[config.mk]
export PLATFORM = sky130hd
export DESIGN_NAME = regfile_wb_arbiter_flat
export DESIGN_NICKNAME = d
export VERILOG_FILES = /design/src/rtl/regfile_wb_arbiter_if.sv /design/src/rtl/regfile_wb_arbiter.sv /design/src/flat_wrapper.sv
export SDC_FILE = /design/constraint.sdc
export NUM_CORES = 1
export LEC_CHECK = 0
export BUFFER_PORTS_ARGS = -buffer_cell sky130_fd_sc_hd__buf_2
export CORE_MARGIN = 2
export CORE_UTILIZATION = 45
export DETAILED_ROUTE_END_ITERATION = 6
export PLACE_DENSITY = 0.66
export SYNTH_ARGS = -nofsm -noshare
export SYNTH_HDL_FRONTEND = slang
export SYNTH_SLANG_ARGS = --single-unit
[constraint.sdc]
create_clock -name clk -period 3.35 [get_ports clk]
set_input_delay 0 -clock clk [delete_from_list [all_inputs] [get_ports clk]]
set_output_delay 0 -clock clk [all_outputs]
set_load 0.01 [all_outputs]
[src/rtl/regfile_wb_arbiter_if.sv]
// Writeback bus between two requesters, the register file write port and
// the hazard-query port of the writeback arbiter.
interface regfile_wb_arbiter_if #(
    parameter int width       = 32,
    parameter int total_reg   = 32,
    parameter int address_reg = $clog2(total_reg)
);
    logic                   a_valid;
    logic                   a_ready;
    logic [address_reg-1:0] a_rd;
    logic [width-1:0]       a_data;

    logic                   b_valid;
    logic                   b_ready;
    logic [address_reg-1:0] b_rd;
    logic [width-1:0]       b_data;

    logic                   wenable;
    logic [address_reg-1:0] rd;
    logic [width-1:0]       rd_in;

    logic [address_reg-1:0] q_rs1;
    logic [address_reg-1:0] q_rs2;
    logic                   q_hit1;
    logic                   q_hit2;

    logic                   empty;

    // Arbiter side
    modport slave (
        input  a_valid, a_rd, a_data,
        input  b_valid, b_rd, b_data,
        input  q_rs1, q_rs2,
        output a_ready, b_ready,
        output wenable, rd, rd_in,
        output q_hit1, q_hit2,
        output empty
    );

    // Requester / register-file side
    modport master (
        output a_valid, a_rd, a_data,
        output b_valid, b_rd, b_data,
        output q_rs1, q_rs2,
        input  a_ready, b_ready,
        input  wenable, rd, rd_in,
        input  q_hit1, q_hit2,
        input  empty
    );
endinterface

[src/rtl/regfile_wb_arbiter.sv]
// Two-requester writeback arbiter: each requester feeds a 2-entry FIFO,
// heads are granted round-robin into a registered register-file write port.
// Writes to x0 are accepted and dropped. Pending destinations can be queried
// combinationally for hazard detection.
module regfile_wb_arbiter #(
    parameter int width       = 32,
    parameter int total_reg   = 32,
    parameter int address_reg = $clog2(total_reg)
) (
    input  logic                 clk,
    input  logic                 rst_n,
    regfile_wb_arbiter_if.slave  bus
);

    typedef enum logic {
        PTR_A = 1'b0,
        PTR_B = 1'b1
    } ptr_t;

    ptr_t ptr;
    ptr_t ptr_next;

    // Per-requester FIFO state; index 0 is requester A, index 1 is B
    logic [1:0]             cnt      [2];
    logic                   wp       [2];
    logic                   rp       [2];
    logic [address_reg-1:0] mem_rd   [2][2];
    logic [width-1:0]       mem_data [2][2];

    logic                   in_valid [2];
    logic [address_reg-1:0] in_rd    [2];
    logic [width-1:0]       in_data  [2];
    logic                   ready    [2];
    logic                   nonempty [2];
    logic                   push     [2];
    logic                   pop      [2];
    logic                   vld      [2][2];

    logic                   grant_any;
    logic [address_reg-1:0] head_rd;
    logic [width-1:0]       head_data;

    logic                   wen_q;
    logic [address_reg-1:0] rd_q;
    logic [width-1:0]       data_q;

    logic                   hit1;
    logic                   hit2;

    // Gather requester inputs and derive ready/push/entry-valid from registered occupancy
    always_comb begin
        in_valid[0] = bus.a_valid;
        in_rd[0]    = bus.a_rd;
        in_data[0]  = bus.a_data;
        in_valid[1] = bus.b_valid;
        in_rd[1]    = bus.b_rd;
        in_data[1]  = bus.b_data;
        for (int unsigned r = 0; r < 2; r++) begin
            ready[r]    = (cnt[r] != 2'd2);
            nonempty[r] = (cnt[r] != 2'd0);
            // x0 writes complete the handshake but never enter the FIFO
            push[r]     = in_valid[r] && ready[r] && (in_rd[r] != '0);
            vld[r][0]   = (cnt[r] == 2'd2) || ((cnt[r] == 2'd1) && (rp[r] == 1'b0));
            vld[r][1]   = (cnt[r] == 2'd2) || ((cnt[r] == 2'd1) && (rp[r] == 1'b1));
        end
    end

    // Round-robin grant of at most one FIFO head per cycle
    always_comb begin
        ptr_next  = ptr;
        pop[0]    = 1'b0;
        pop[1]    = 1'b0;
        if (nonempty[0] && (!nonempty[1] || (ptr == PTR_A))) begin
            pop[0]   = 1'b1;
            ptr_next = PTR_B;
        end else if (nonempty[1]) begin
            pop[1]   = 1'b1;
            ptr_next = PTR_A;
        end
        grant_any = pop[0] || pop[1];
        if (pop[1]) begin
            head_rd   = mem_rd[1][rp[1]];
            head_data = mem_data[1][rp[1]];
        end else begin
            head_rd   = mem_rd[0][rp[0]];
            head_data = mem_data[0][rp[0]];
        end
    end

    // Round-robin pointer register
    always_ff @(posedge clk) begin
        if (!rst_n) begin
            ptr <= PTR_A;
        end else begin
            ptr <= ptr_next;
        end
    end

    // FIFO pointers and occupancy; simultaneous push and pop leave the count unchanged
    always_ff @(posedge clk) begin
        for (int unsigned r = 0; r < 2; r++) begin
            if (!rst_n) begin
                cnt[r] <= '0;
                wp[r]  <= 1'b0;
                rp[r]  <= 1'b0;
            end else begin
                if (push[r]) begin
                    wp[r] <= ~wp[r];
                end
                if (pop[r]) begin
                    rp[r] <= ~rp[r];
                end
                if (push[r] && !pop[r]) begin
                    cnt[r] <= cnt[r] + 2'd1;
                end else if (!push[r] && pop[r]) begin
                    cnt[r] <= cnt[r] - 2'd1;
                end
            end
        end
    end

    // FIFO storage; contents are only meaningful where the occupancy marks them valid
    always_ff @(posedge clk) begin
        for (int unsigned r = 0; r < 2; r++) begin
            if (push[r]) begin
                mem_rd[r][wp[r]]   <= in_rd[r];
                mem_data[r][wp[r]] <= in_data[r];
            end
        end
    end

    // Registered register-file write port; index/data hold when nothing is granted
    always_ff @(posedge clk) begin
        if (!rst_n) begin
            wen_q  <= 1'b0;
            rd_q   <= '0;
            data_q <= '0;
        end else begin
            wen_q <= grant_any;
            if (grant_any) begin
                rd_q   <= head_rd;
                data_q <= head_data;
            end
        end
    end

    // Hazard query against every queued entry and the write currently on the port
    always_comb begin
        hit1 = 1'b0;
        hit2 = 1'b0;
        for (int unsigned r = 0; r < 2; r++) begin
            for (int unsigned e = 0; e < 2; e++) begin
                if (vld[r][e] && (mem_rd[r][e] == bus.q_rs1)) begin
                    hit1 = 1'b1;
                end
                if (vld[r][e] && (mem_rd[r][e] == bus.q_rs2)) begin
                    hit2 = 1'b1;
                end
            end
        end
        if (wen_q && (rd_q == bus.q_rs1)) begin
            hit1 = 1'b1;
        end
        if (wen_q && (rd_q == bus.q_rs2)) begin
            hit2 = 1'b1;
        end
        if (bus.q_rs1 == '0) begin
            hit1 = 1'b0;
        end
        if (bus.q_rs2 == '0) begin
            hit2 = 1'b0;
        end
    end

    assign bus.a_ready = ready[0];
    assign bus.b_ready = ready[1];
    assign bus.wenable = wen_q;
    assign bus.rd      = rd_q;
    assign bus.rd_in   = data_q;
    assign bus.q_hit1  = hit1;
    assign bus.q_hit2  = hit2;
    assign bus.empty   = !nonempty[0] && !nonempty[1] && !wen_q;

endmodule

[src/flat_wrapper.sv]
// flat-port wrapper written by rule: the top's interface ports become plain ports
module regfile_wb_arbiter_flat 
#(
    parameter int width       = 32,
    parameter int total_reg   = 32,
    parameter int address_reg = $clog2(total_reg)
)
  (clk, rst_n, bus_a_valid, bus_a_rd, bus_a_data, bus_b_valid, bus_b_rd, bus_b_data, bus_q_rs1, bus_q_rs2, bus_a_ready, bus_b_ready, bus_wenable, bus_rd, bus_rd_in, bus_q_hit1, bus_q_hit2, bus_empty);
  regfile_wb_arbiter_if #(.width(width), .total_reg(total_reg), .address_reg(address_reg)) bus_i ();
  input  logic clk;
  input  logic rst_n;
  input wire logic [$bits(bus_i.a_valid)-1:0] bus_a_valid;
  input wire logic [$bits(bus_i.a_rd)-1:0] bus_a_rd;
  input wire logic [$bits(bus_i.a_data)-1:0] bus_a_data;
  input wire logic [$bits(bus_i.b_valid)-1:0] bus_b_valid;
  input wire logic [$bits(bus_i.b_rd)-1:0] bus_b_rd;
  input wire logic [$bits(bus_i.b_data)-1:0] bus_b_data;
  input wire logic [$bits(bus_i.q_rs1)-1:0] bus_q_rs1;
  input wire logic [$bits(bus_i.q_rs2)-1:0] bus_q_rs2;
  output wire logic [$bits(bus_i.a_ready)-1:0] bus_a_ready;
  output wire logic [$bits(bus_i.b_ready)-1:0] bus_b_ready;
  output wire logic [$bits(bus_i.wenable)-1:0] bus_wenable;
  output wire logic [$bits(bus_i.rd)-1:0] bus_rd;
  output wire logic [$bits(bus_i.rd_in)-1:0] bus_rd_in;
  output wire logic [$bits(bus_i.q_hit1)-1:0] bus_q_hit1;
  output wire logic [$bits(bus_i.q_hit2)-1:0] bus_q_hit2;
  output wire logic [$bits(bus_i.empty)-1:0] bus_empty;
  assign bus_i.a_valid = bus_a_valid;
  assign bus_i.a_rd = bus_a_rd;
  assign bus_i.a_data = bus_a_data;
  assign bus_i.b_valid = bus_b_valid;
  assign bus_i.b_rd = bus_b_rd;
  assign bus_i.b_data = bus_b_data;
  assign bus_i.q_rs1 = bus_q_rs1;
  assign bus_i.q_rs2 = bus_q_rs2;
  assign bus_a_ready = bus_i.a_ready;
  assign bus_b_ready = bus_i.b_ready;
  assign bus_wenable = bus_i.wenable;
  assign bus_rd = bus_i.rd;
  assign bus_rd_in = bus_i.rd_in;
  assign bus_q_hit1 = bus_i.q_hit1;
  assign bus_q_hit2 = bus_i.q_hit2;
  assign bus_empty = bus_i.empty;
  regfile_wb_arbiter #(.width(width), .total_reg(total_reg), .address_reg(address_reg)) u_core (.clk(clk), .rst_n(rst_n), .bus(bus_i));
endmodule
[Yosys cells after proc, flatten, opt, wreduce, memory -nomap -nowiden]
Memories as Yosys holds them, arrays and structs flattened.
Index checks and enable logic that the tools add are counted.
Cells by class
  $add $sub $neg: 4
  $mul: 0
  div/mod/pow operators: 0
  $lt $le $gt $ge: 6
  equality and inequality tests: 16
  shift-type cells: 0
  mux-type cells: 78
  bitwise logic cells: 17
  reduce and logical (&&, ||, !) cells: 47
Operators by type and width (count)
  two-way mux 32 bit: 9
  two-way mux 64 bit: 2
  demux 32 bit (select 1 bit): 2
  equality test 5 bit: 10
  two-way mux 1 bit: 48
  two-way mux 5 bit: 9
  logical AND 1 bit: 27
  two-way mux 10 bit: 2
  demux 5 bit (select 1 bit): 2
  logical NOT 5 bit: 2
  nonzero test 5 bit: 2
  >= comparator 2 bit, second input constant: 4
  two-way mux 2 bit: 4
  NOT 1 -> 2 bit: 4
  bitwise OR 1 bit: 8
  logical NOT 1 bit: 7
  logical OR 1 bit: 6
  nonzero test 2 bit: 3
  NOT 1 bit: 5
  adder 2 x 1 -> 2 bit, second input constant: 2
  equality test 2 x 1 -> 1 bit, second input constant: 2
  equality test 2 bit, second input constant: 2
  < comparator 2 x 1 -> 1 bit, second input constant: 2
  != test 2 bit, second input constant: 2
  subtractor 2 x 1 -> 2 bit, second input constant: 2
Storage, ports and cells
  register bits after elaboration: 39
  bits in latches: 0
  bits in writable memories: 156
  ROM bits: 0
  input port bits: 88
  output and inout bits: 43
  memories: 5
Memory list
  u_core.mem_data: depth 2, bits a word 64, rd ports 2, clocked after memory_dff 0, wr ports 2, line regfile_wb_arbiter.sv:28  | logic [width-1:0] mem_data [2][2];
  u_core.mem_rd: depth 2, bits a word 10, rd ports 2, clocked after memory_dff 0, wr ports 2, line regfile_wb_arbiter.sv:27  | logic [address_reg-1:0] mem_rd [2][2];
  u_core.cnt: depth 2, bits a word 2, rd ports 2, clocked after memory_dff 0, wr ports 2, line regfile_wb_arbiter.sv:24  | logic [1:0] cnt [2];
  u_core.rp: depth 2, bits a word 1, rd ports 2, clocked after memory_dff 0, wr ports 2, line regfile_wb_arbiter.sv:26  | logic rp [2];
  u_core.wp: depth 2, bits a word 1, rd ports 2, clocked after memory_dff 0, wr ports 2, line regfile_wb_arbiter.sv:25  | logic wp [2];

[Depth between registers and ports, before layout]
  word-level depth: 12
  mapped depth: 9
  mapped depth without buffers: 7

[Least setup slack after synthesis]
OpenSTA, ideal clock, no wires.
  path kind: flip-flop to flip-flop
  start: memory u_core.cnt[1][0]
  end: memory u_core.mem_data[0][100] (netlist bit), enable pin
  library setup time: 0.433 ns
  data arrival time: 2.540 ns
  required time: 2.917 ns
  path slack: 0.378 ns
  cell stages (with the launch flop): 6
  buffers on the path: 0
  period minus slack after synthesis: 2.972 ns
  path through: edfxtp_1 -> inv_1 -> ha_1 -> inv_1 -> o211ai_4 -> nor2_1
RTL lines (line)
  from (decl): regfile_wb_arbiter.sv:24
  to (decl): regfile_wb_arbiter.sv:28

==> results.json <==
{
  "outcome": "completed",
  "cts_setup_buffers": 0,
  "p_int_w": 0.00544,
  "dieArea_sq_um": 18800,
  "worstPathRequired_ns": 3.35,
  "root_buffer": "clkbuf_16",
  "relSlewSlack_pct": 44.0,
  "fp-row-count": 48,
  "async_reset_ff_share_pct": 0,
  "grt.overflow.total": 0,
  "synthCells": 531,
  "vias": 5041,
  "crit_path_start_kind": "flip-flop",
  "synth-seq-area-share_pct": 68.3,
  "place_congestion": 0.861,
  "endpoint_kind": "output pin",
  "final-max-slew-violation-count": 0,
  "hold_buffers": 75,
  "post_dp_cell_area_sq_um": 8900,
  "drc": 0,
  "grt_pass1_vias": 5189,
  "worst_pin_slew_ns": 0.840,
  "power_density_nw_per_um2": 781,
  "yosysWarnings": 0,
  "busiest_layer": "met2",
  "synth.avg_cell_area_sq_um": 15.0,
  "dp_hpwl_mm": 11.7,
  "grt_use_total_pct": 19.7,
  "postRouteAntennaNets": 0,
  "synth_xor_area_share_pct": 5.82,
  "fin_crit_ns": 2.37,
  "dieHeight_um": 137,
  "area_growth_pct": 28.9,
  "met1_usage_pct": 25.0,
  "drive_above_1_share_pct": 24.8,
  "syn_nets": 625,
  "met3_usage_pct": 3.85,
  "drt_iter0_markers": 294,
  "viasPerCell": 5.20,
  "grt_pass1_wl_mm": 27.7,
  "antenna_found_initial": 1,
  "dr.pass1.iters": 5,
  "io_pins": 131,
  "clkTransAtPathRegs_ns": 0.06,
  "power_w": 0.00803,
  "fp.dieW_um": 137,
  "synth_mux_area_share_pct": 9.29,
  "cts_sinks": 195,
  "grt_max_degree": 38,
  "port_buffers": 130,
  "clkLatencyLatePin_ns": 0.43,
  "finalSetupTns_ns": 0,
  "finalWorstSetupSlack_ns": 0.980,
  "hold_viol_final": 0,
  "skew_ns": 0.0135,
  "wl_mm": 17.7,
  "pwr-share-clk_pct": 26.4,
  "numCtsBuffers": 17,
  "ctsResizeCount": 0,
  "initial_core_util_pct": 46.1,
  "cts.path.max_buffers": 2,
  "ys_ff_latch": 195,
  "final_util_pct": 59.4,
  "synth_compound_area_share_pct": 8.32,
  "synth_flop_cell": "edfxtp_1",
  "design_area_sq_um": 10300,
  "netlist_area_sq_um": 7970,
  "swShare_pct": 32.3,
  "p_leak_nw": 4.03,
  "routedWlPerCell_um": 18.3,
  "period_share_pct": 70.8,
  "cts_tree": "yes",
  "synth_edf_count": 154,
  "p_sw_w": 0.00259,
  "p_comb_share_pct": 30.2,
  "p_seq_share_pct": 43.4,
  "ir_drop_uv": 540,
  "synth_fa_ha_area_share_pct": 0.941,
  "fmax_mhz": 422,
  "synth.distinct_cells": 35,
  "synth-simple-area-share_pct": 5.04,
  "setup_viol": 0,
  "synth_top_family_by_area": "multiplexers",
  "htree_levels": 4,
  "use_met2_pct": 34.0,
  "rsz0062_at_grt": "false",
  "dp_slack_ns": 1.07,
  "core-area_sq_um": 17300,
  "nets": 824,
  "worstPathMaxFanout": 26,
  "path_class": "flip-flop to output pin",
  "maxCapViolCount": 0,
  "cp.arrival_ns": 2.37,
  "min_path_type": "input port to flip-flop"
}
-- cells by family (layout without fill, tap and decap cells) --
kind of cell,count (synthesis),in the layout
flops,195,195
simple gates,81,81
compound gates,77,77
mux,74,74
xor+xnor,53,53
buf+inv,45,257
fa+ha+maj,6,6
other cells,0,1
-- power by group through the flow --
stage / clock [W] / combinational, W / sequential (W)
after floorplan: 0 / 0.00153 / 0.00354
after global placement: 0 / 0.00231 / 0.00352
after detailed placement: 0 / 0.00238 / 0.00354
after CTS: 0.00215 / 0.00245 / 0.00349
after global routing: 0.00224 / 0.00266 / 0.00354
final: 0.00212 / 0.00242 / 0.00349
-- metal layers --
metal,vias up,share of wire (%)
met5,-,0
met4,0,1.4
met3,16,4.3
met2,136,50
met1,2478,44
li1,2411,-
-- final cells by class --
cell class                 instances  area (sq um)
multi-input combinational        291          2390
clock buffer                      19           453
fill                            1348          7020
antenna                            1          2.50
sequential                       195          5450
tap                              225           282
timing repair buffer             215          1500
inverter                          10          37.5
clock inverter                    13           169
-- flip-flops by register name, summed over array words and instances (netlist names) --
signal,count
u_core.mem_data,128
u_core.cnt,4
u_core.wp,2
u_core.bus.wenable,1
u_core.mem_rd,20
u_core.rp,2
u_core.bus.rd,5
u_core.ptr,1
u_core.bus.rd_in,32
-- synthesized netlist by cell type, drive strengths merged, types with 10 or more instances --
| library cell | number | area (sq um) |
|---|---|---|
| a32o | 15 | 150 |
| clkbuf | 21 | 78.8 |
| a21o | 25 | 188 |
| inv | 10 | 37.5 |
| edfxtp | 154 | 4620 |
| a221oi | 22 | 193 |
| dfxtp | 41 | 821 |
| xnor2 | 29 | 254 |
| mux2i | 74 | 741 |
| nand2 | 40 | 150 |
| xor2 | 24 | 210 |
| buf | 14 | 67.6 |
-- path summary, 6_finish.rpt --
| path | slack [ns] | depth (start not counted) | from | end |
|---|---|---|---|---|
| worst max-delay path | 0.98 | 6 | u_core.rp[1]$_DFF_P_ | bus_q_hit2 |
| worst min-delay path | 0.04 | 3 | bus_a_valid | u_core.wp[0]$_DFFE_PP_ |
| worst max register to register | 1.09 | 6 | u_core.cnt[1][0]$_SDFFCE_PN0P_ | u_core.mem_data[0][98]$_DFFE_PP_ |
| worst min register to register | 0.45 | 1 | u_core.bus.rd_in[5]$_SDFFE_PN0P_ | u_core.bus.rd_in[5]$_SDFFE_PN0P_ |
-- layout by cell type, fill, tap and decap left out, drive strengths merged, types with 6 or more instances in the layout --
cell type	Yosys	final
dfxtp	41	41
nor2	8	8
xnor2	29	29
nor3	9	9
edfxtp	154	154
buf	14	140
a32o	15	15
dlygate4sd3	0	75
clkbuf	21	19
ha	6	6
inv	10	16
nand2	40	40
a21o	25	25
a221oi	22	22
xor2	24	24
mux2i	74	74
-- worst max-delay path, cell delays in order (launching register included) --
cell	delay, ns
dfxtp_2	0.87
nor2b_1	0.16
o2111ai_1	0.24
nor3_1	0.08
nor3_1	0.29
a21oi_1	0.13
buf_2	0.16
-- per-stage QoR --
stage	hold slack, ns	std cells
floorplan	0.0989	531
global placement	0.187	861
detailed placement	0.191	861
CTS	0.0246	968
global route	0.0617	969
finish	0.0411	969
Power figures use the tool's default switching activity.
